## config.mk

```make
export PLATFORM = sky130hd
export DESIGN_NAME = count_sequencer
export DESIGN_NICKNAME = d
export VERILOG_FILES = /design/src/rtl/count_sequencer.sv
export SDC_FILE = /design/constraint.sdc
export NUM_CORES = 1
export LEC_CHECK = 0
export ABC_AREA = 1
export BUFFER_PORTS_ARGS = -buffer_cell sky130_fd_sc_hd__buf_2
export CAP_MARGIN = 20
export CORE_MARGIN = 2
export CORE_UTILIZATION = 29
export CTS_BUF_LIST = sky130_fd_sc_hd__clkbuf_4
export CTS_CLUSTER_DIAMETER = 30
export DETAILED_ROUTE_END_ITERATION = 6
export PLACE_DENSITY = 0.42
export SLEW_MARGIN = 20
export SYNTH_ARGS = -nofsm -noshare
export SYNTH_HDL_FRONTEND = slang
export SYNTH_SLANG_ARGS = --single-unit
```

## constraint.sdc

```tcl
create_clock -name clk_i -period 3.5 [get_ports clk_i]
set_input_delay 0.35 -clock clk_i [delete_from_list [all_inputs] [get_ports clk_i]]
set_output_delay 0.35 -clock clk_i [all_outputs]
set_load 0.02 [all_outputs]
```

## src/rtl/count_sequencer.sv

```systemverilog
// -----------------------------------------------------------------------------
// count_sequencer
//
// Command-driven controller for a prescaled event counter. A host issues
// START / STOP / PAUSE / RESUME over a valid/ready handshake. START latches
// the prescale divisor and the terminal count, then the block counts one event
// every (div+1) clock cycles until the terminal count is reached.
//
// Optional feature (compile-time macro):
//   COUNT_SEQ_AUTORELOAD_EN
//     undefined : on the terminal tick the count holds the target value and
//                 the machine parks in DONE until START or STOP.
//     defined   : on the terminal tick the count and prescaler restart from
//                 zero and the machine stays in RUN (DONE is unreachable).
//
// Parameters:
//   PRESCALE_W   width of the prescaler and of the divisor
//   COUNT_W      width of the counter and of the target
//
// Ports:
//   clk_i         system clock, rising edge
//   rst_ni        asynchronous active-low reset
//   cmd_valid_i   command present
//   cmd_ready_o   command accepted when cmd_valid_i && cmd_ready_o
//                 (low only while reset is asserted)
//   cmd_op_i      00 START, 01 STOP, 10 PAUSE, 11 RESUME
//   cfg_div_i     prescaler terminal value, sampled on accepted START
//   cfg_target_i  terminal count, sampled on accepted START
//   count_o       current count (registered)
//   tick_o        one-cycle pulse, high in the cycle the count updates
//   done_o        one-cycle pulse on reaching the target
//   busy_o        state is RUN or PAUSED
//   state_o       IDLE=0, RUN=1, PAUSED=2, DONE=3
// -----------------------------------------------------------------------------
module count_sequencer #(
  parameter int PRESCALE_W = 26,
  parameter int COUNT_W    = 8
) (
  input  logic                  clk_i,
  input  logic                  rst_ni,
  input  logic                  cmd_valid_i,
  output logic                  cmd_ready_o,
  input  logic [1:0]            cmd_op_i,
  input  logic [PRESCALE_W-1:0] cfg_div_i,
  input  logic [COUNT_W-1:0]    cfg_target_i,
  output logic [COUNT_W-1:0]    count_o,
  output logic                  tick_o,
  output logic                  done_o,
  output logic                  busy_o,
  output logic [1:0]            state_o
);

  typedef enum logic [1:0] {
    ST_IDLE   = 2'd0,
    ST_RUN    = 2'd1,
    ST_PAUSED = 2'd2,
    ST_DONE   = 2'd3
  } state_e;

  typedef enum logic [1:0] {
    OP_START  = 2'd0,
    OP_STOP   = 2'd1,
    OP_PAUSE  = 2'd2,
    OP_RESUME = 2'd3
  } op_e;

  // ---------------------------------------------------------------------------
  // State and datapath registers
  // ---------------------------------------------------------------------------
  state_e                  state_q,  state_d;
  logic [PRESCALE_W-1:0]   presc_q,  presc_d;
  logic [PRESCALE_W-1:0]   div_q,    div_d;
  logic [COUNT_W-1:0]      count_q,  count_d;
  logic [COUNT_W-1:0]      target_q, target_d;
  logic                    tick_q,   tick_d;
  logic                    done_q,   done_d;
  logic                    busy_q,   busy_d;

  logic                    cmd_accept;
  logic                    presc_term;
  logic [COUNT_W-1:0]      count_inc;

  // The block can take a command every cycle once out of reset, so the
  // ready flag is simply the reset deassertion itself.
  assign cmd_ready_o = rst_ni;
  assign cmd_accept  = cmd_valid_i & cmd_ready_o;

  // Terminal prescaler cycle: the count advances on this cycle.
  assign presc_term  = (presc_q == div_q);

  // Natural wrap at 2^COUNT_W; a target of zero therefore terminates after
  // a full wrap of the counter.
  assign count_inc   = count_q + COUNT_W'(1);

  // ---------------------------------------------------------------------------
  // Next-state and output logic
  // ---------------------------------------------------------------------------
  always_comb begin
    state_d  = state_q;
    presc_d  = presc_q;
    div_d    = div_q;
    count_d  = count_q;
    target_d = target_q;
    tick_d   = 1'b0;
    done_d   = 1'b0;

    if (cmd_accept) begin
      // A command always takes priority over counting in the same cycle:
      // no tick is produced and the prescaler only moves if reloaded.
      unique case (op_e'(cmd_op_i))
        OP_START: begin
          div_d    = cfg_div_i;
          target_d = cfg_target_i;
          count_d  = '0;
          presc_d  = '0;
          state_d  = ST_RUN;
        end
        OP_STOP: begin
          if (state_q != ST_IDLE) begin
            state_d = ST_IDLE;
            presc_d = '0;
          end
        end
        OP_PAUSE: begin
          if (state_q == ST_RUN) begin
            state_d = ST_PAUSED;
          end
        end
        OP_RESUME: begin
          if (state_q == ST_PAUSED) begin
            state_d = ST_RUN;
          end
        end
      endcase
    end else if (state_q == ST_RUN) begin
      if (presc_term) begin
        presc_d = '0;
        count_d = count_inc;
        tick_d  = 1'b1;
        if (count_inc == target_q) begin
          done_d = 1'b1;
`ifdef COUNT_SEQ_AUTORELOAD_EN
          count_d = '0;
`else
          count_d = target_q;
          state_d = ST_DONE;
`endif
        end
      end else begin
        presc_d = presc_q + PRESCALE_W'(1);
      end
    end

    busy_d = (state_d == ST_RUN) || (state_d == ST_PAUSED);
  end

  // ---------------------------------------------------------------------------
  // Registers
  // ---------------------------------------------------------------------------
  always_ff @(posedge clk_i or negedge rst_ni) begin
    if (!rst_ni) begin
      state_q  <= ST_IDLE;
      presc_q  <= '0;
      div_q    <= '0;
      count_q  <= '0;
      target_q <= '0;
      tick_q   <= 1'b0;
      done_q   <= 1'b0;
      busy_q   <= 1'b0;
    end else begin
      state_q  <= state_d;
      presc_q  <= presc_d;
      div_q    <= div_d;
      count_q  <= count_d;
      target_q <= target_d;
      tick_q   <= tick_d;
      done_q   <= done_d;
      busy_q   <= busy_d;
    end
  end

  assign count_o = count_q;
  assign tick_o  = tick_q;
  assign done_o  = done_q;
  assign busy_o  = busy_q;
  assign state_o = state_q;

endmodule

```

==> impl_summary.log <==
[metrics] status: finished clean
[metrics] placer's final routability congestion estimate: 0.8328
[metrics] mapped cell area: around 0.004 mm^2
[metrics] initial antenna violation count: 1
[metrics] Final Hold Fails: 0
[metrics] die area: 0.01510 mm^2
[metrics] Iteration-0 DRC Markers: between 150 and 200
[metrics] 1st-pass router iterations: 6
[metrics] most frequently used flop master after synthesis: sky130_fd_sc_hd__dfrtp_1
[metrics] Routed wire per std cell: 13.53 um
[metrics] CP bufs+invs: 3
[metrics] required time of the worst setup path: 3.83 ns
[metrics] path category of the worst min-delay check: primary input to flop
[metrics] cell taking the most area after synthesis: sky130_fd_sc_hd__dfrtp_1
[metrics] cell class contributing the biggest share of worst-path delay: simple AND/OR/NAND/NOR gates
[metrics] Critical path origin: rst_ni
[metrics] total number of vias: 3644
[metrics] net count of the finished layout: 647
[metrics] I/O pin cnt: 53
[metrics] leading post-synthesis cells by cell area: sky130_fd_sc_hd__dfrtp_1 45%, sky130_fd_sc_hd__nand2_1 12%, sky130_fd_sc_hd__inv_1 7.1%
[metrics] transition time at the pin with the least slew margin: 0.5820 ns
[metrics] clock-pin slew reported for the worst setup and hold paths after clock tree synthesis: around 0.12 ns
[metrics] area occupied by multi-input gates: 0.001869 mm^2
[metrics] crit path cell chain: dlygate4sd3_1 > buf_4 > nand2_2 > nor2_1 > o21ai_0 > nand2_1 > inv_2 > nand2_1 > nor2_1 > nand4_1 > o21ai_0 > a21oi_1
[metrics] total clock buffers created by CTS: 9
[metrics] ys async rst share: 100.0%
[metrics] Max-Cap Viols: 0
[metrics] total of fill cells in the finished design: approximately 1.5k
[metrics] final cell count without fillers: 791
[metrics] number of flops mapped to enable cells by yosys: 0
[metrics] effective utilization at floorplan: ~30%
[metrics] TritonCTS clock tree: yes
[metrics] Area growth, synth to finish: 13.98%
[metrics] final cycle utilization of the critical path: between 60% and 70%
[metrics] number of vias per cell after detailed routing: about 4.6
[metrics] Die Span Y: 122.9 um
[metrics] clock insertion delay at the later pin of the skew report: 0.45 ns
[metrics] start-to-end type of the worst setup path: primary input to flop
[metrics] library cell contributing the largest single delay on the critical path: sky130_fd_sc_hd__dlygate4sd3_1
[metrics] max-slew violation total from the final report: 0
[metrics] grt total ovfl: 0
[metrics] mean post-synth cell area: 7.464 um^2
[metrics] quantity of I/O buffers inserted on ports: 52
[metrics] power per standard cell area: 458.7 mW/mm^2
[metrics] H-tree levels: 3
[metrics] die boundary width: around 120 um
[metrics] warning count from the yosys run: 0
[metrics] Setup Skew: 0.02365 ns
[metrics] worst relative slew slack: 61.06%
[metrics] leakage power summed over all cells: 2.380 nW
[metrics] data arrival time of the critical path: 2.74 ns
[metrics] achievable frequency: 0.4160 GHz
[metrics] area taken by flip-flops and latches: 0.001827 mm^2
[metrics] number of rows created at floorplan: 43
[metrics] syn nets: between 500 and 600
[metrics] wire length of the first global-routing pass: roughly 18 mm
[metrics] number of buffers on the longest clock path: 2
[metrics] synthesized instance count: 549
[metrics] RSZ-0062 raised after global routing: false
[metrics] Setup violations, final: 0
[metrics] library cells used by synthesis: 35
[metrics] vias in the first global route: ~3.5k
[metrics] hpwl dp: 7.957 mm
[metrics] core area: approximately 0.014 mm^2
[metrics] Total Routing Usage GR: 15.47%
[metrics] critical path capture point type: flop
[metrics] Seq cells post-synth: 73
[metrics] share of Yosys cell area claimed by the top area cell type: approximately 45%
[metrics] placed insts: just under 800
[metrics] post-layout instance area: 0.004671 mm^2
[metrics] startpoint of the worst register-to-register path: state_o[0]
[metrics] maximum number of pins on one net before global-route repair: 43
[metrics] highest cell delay on the worst timing path: 0.54 ns
[metrics] cts repair resizes: 0
[metrics] DRC viols: 0
[metrics] CP max FO: 11
[metrics] time the worst path needs with I/O delays and setup: 2.404 ns
[metrics] fraction of layout cells with a size suffix above 1: approximately 17%
[metrics] placement-stage cell area: 0.004541 mm^2
[metrics] post-synthesis sequential area ratio: between 40% and 50%
[metrics] cell at the root of the clock tree: sky130_fd_sc_hd__clkbuf_4
[metrics] Setup TNS: 0 ns
[metrics] ANT nets after route: 0
[metrics] hold path start: cfg_target_i[0]
[metrics] Max VDD drop: 210.5 uV
[metrics] startpoint type of the worst setup path: primary input
[metrics] final wirelength: about 11 mm
[metrics] number of sinks driven by the clock tree: 73
==> cell usage after synthesis, types with 4 or more instances <==
master	instances
sky130_fd_sc_hd__nor2_1	74
sky130_fd_sc_hd__dfrtp_1	73
sky130_fd_sc_hd__inv_1	78
sky130_fd_sc_hd__nand2_1	135
sky130_fd_sc_hd__a21oi_1	40
sky130_fd_sc_hd__xor2_1	12
sky130_fd_sc_hd__nand3_1	32
sky130_fd_sc_hd__nor2_2	4
sky130_fd_sc_hd__nand4_1	5
sky130_fd_sc_hd__nor3_1	11
sky130_fd_sc_hd__inv_2	9
sky130_fd_sc_hd__o21ai_0	20
sky130_fd_sc_hd__nor2_4	4
sky130_fd_sc_hd__nor4_1	4
sky130_fd_sc_hd__nand2_2	7
sky130_fd_sc_hd__mux2_2	7
==> final cells by class <==
| cell class | instances | area share, % |
|---|---|---|
| Multi-Input combinational cell | 378 | 40.02 |
| Sequential cell | 73 | 39.11 |
| Inverter | 87 | 6.992 |
| Timing Repair Buffer | 57 | 6.483 |
| Tap cell | 180 | 4.822 |
| Clock buffer | 9 | 1.447 |
| Clock inverter | 6 | 1.072 |
| Antenna cell | 1 | 0.05358 |
==> worst paths after layout <==
kind / cells past startpoint / end / slack (ns)
max in group asynchronous: 4 / div_q[16] / 2.01
min in group asynchronous: 3 / presc_q[10] / 0.54
worst max register to register: 9 / presc_q[21] / 1.35
worst min-delay path: 2 / target_q[0] / 0.13
worst min register to register: 1 / target_q[2] / 0.54
worst max-delay path: 12 / presc_q[21] / 1.10
==> cells by family after synthesis <==
group	Yosys count	share of synthesized area [%]
buffers and inverters	98	9.801
muxes	7	1.924
DFF	73	44.58
and+or+nand+nor	285	30.93
adders and majority gates	2	0.6106
AOI/OAI and AO/OA	71	9.374
xor gates and xnor gates	13	2.779
==> report_power, final <==
group          leakage [nW]  switching, W  internal, W
clock                0.0657      0.000305     0.000204
sequential            0.891      0.000113     0.000970
combinational          1.42      0.000339     0.000211
total                  2.38      0.000757      0.00139
==> per-layer routing <==
| layer | routed length, um | track usage, % | share of wire [%] |
|---|---|---|---|
| met1 | 5228 | 20.48 | 49 |
| met2 | 4920 | 25.03 | 46 |
| met3 | 437 | 4.089 | 4.1 |
| met4 | 116 | 4.023 | 1.1 |
| met5 | 0 | 0 | 0 |
==> registers in the layout (all words and copies together) (netlist names) <==
register / count
div_q: 26
done_o: 1
target_q: 8
tick_o: 1
count_o: 8
state_o: 2
presc_q: 26
busy_o: 1
==> metrics by stage <==
step                hold WS [ns]  power (W)  setup slack, ns  utilization, %
floorplan                0.05441   0.001473            1.735               -
global placement          0.4993   0.001653            1.273           32.84
detailed placement        0.4956   0.001655            1.179           32.84
CTS                      0.08122   0.002188            1.106           33.76
global route             0.08366   0.002324           0.8728           33.78
finish                    0.1269   0.002142            1.096           33.78
==> repair_timing <==
item                                   in CTS  in global routing
setup buffers                               0                  0
hold buffers                                1                  0
endpoints found under the hold margin      22                  0
==> cell usage in the layout, fill, tap and decap left out, types with 2 or more instances in the layout <==
| cell type | instances |
|---|---|
| sky130_fd_sc_hd__xor2_1 | 12 |
| sky130_fd_sc_hd__o21ai_0 | 20 |
| sky130_fd_sc_hd__dfrtp_1 | 73 |
| sky130_fd_sc_hd__nand3_1 | 32 |
| sky130_fd_sc_hd__clkbuf_4 | 9 |
| sky130_fd_sc_hd__nand2_1 | 135 |
| sky130_fd_sc_hd__buf_4 | 5 |
| sky130_fd_sc_hd__inv_2 | 9 |
| sky130_fd_sc_hd__nor4_1 | 4 |
| sky130_fd_sc_hd__nor2_4 | 4 |
| sky130_fd_sc_hd__nor3_1 | 11 |
| sky130_fd_sc_hd__nand4_1 | 5 |
| sky130_fd_sc_hd__nor3b_1 | 2 |
| sky130_fd_sc_hd__buf_2 | 51 |
| sky130_fd_sc_hd__o21bai_1 | 2 |
| sky130_fd_sc_hd__mux2_2 | 7 |
| sky130_fd_sc_hd__a21oi_1 | 40 |
| sky130_fd_sc_hd__clkinv_1 | 4 |
| sky130_fd_sc_hd__nand2_2 | 7 |
| sky130_fd_sc_hd__ha_1 | 2 |
| sky130_fd_sc_hd__a211oi_1 | 3 |
| sky130_fd_sc_hd__a31oi_1 | 2 |
| sky130_fd_sc_hd__o21ai_2 | 2 |
| sky130_fd_sc_hd__nand3_2 | 3 |
| sky130_fd_sc_hd__nor2_1 | 74 |
| sky130_fd_sc_hd__nor2_2 | 4 |
| sky130_fd_sc_hd__inv_1 | 78 |
No activity file was read; power rests on OpenSTA's default activity.
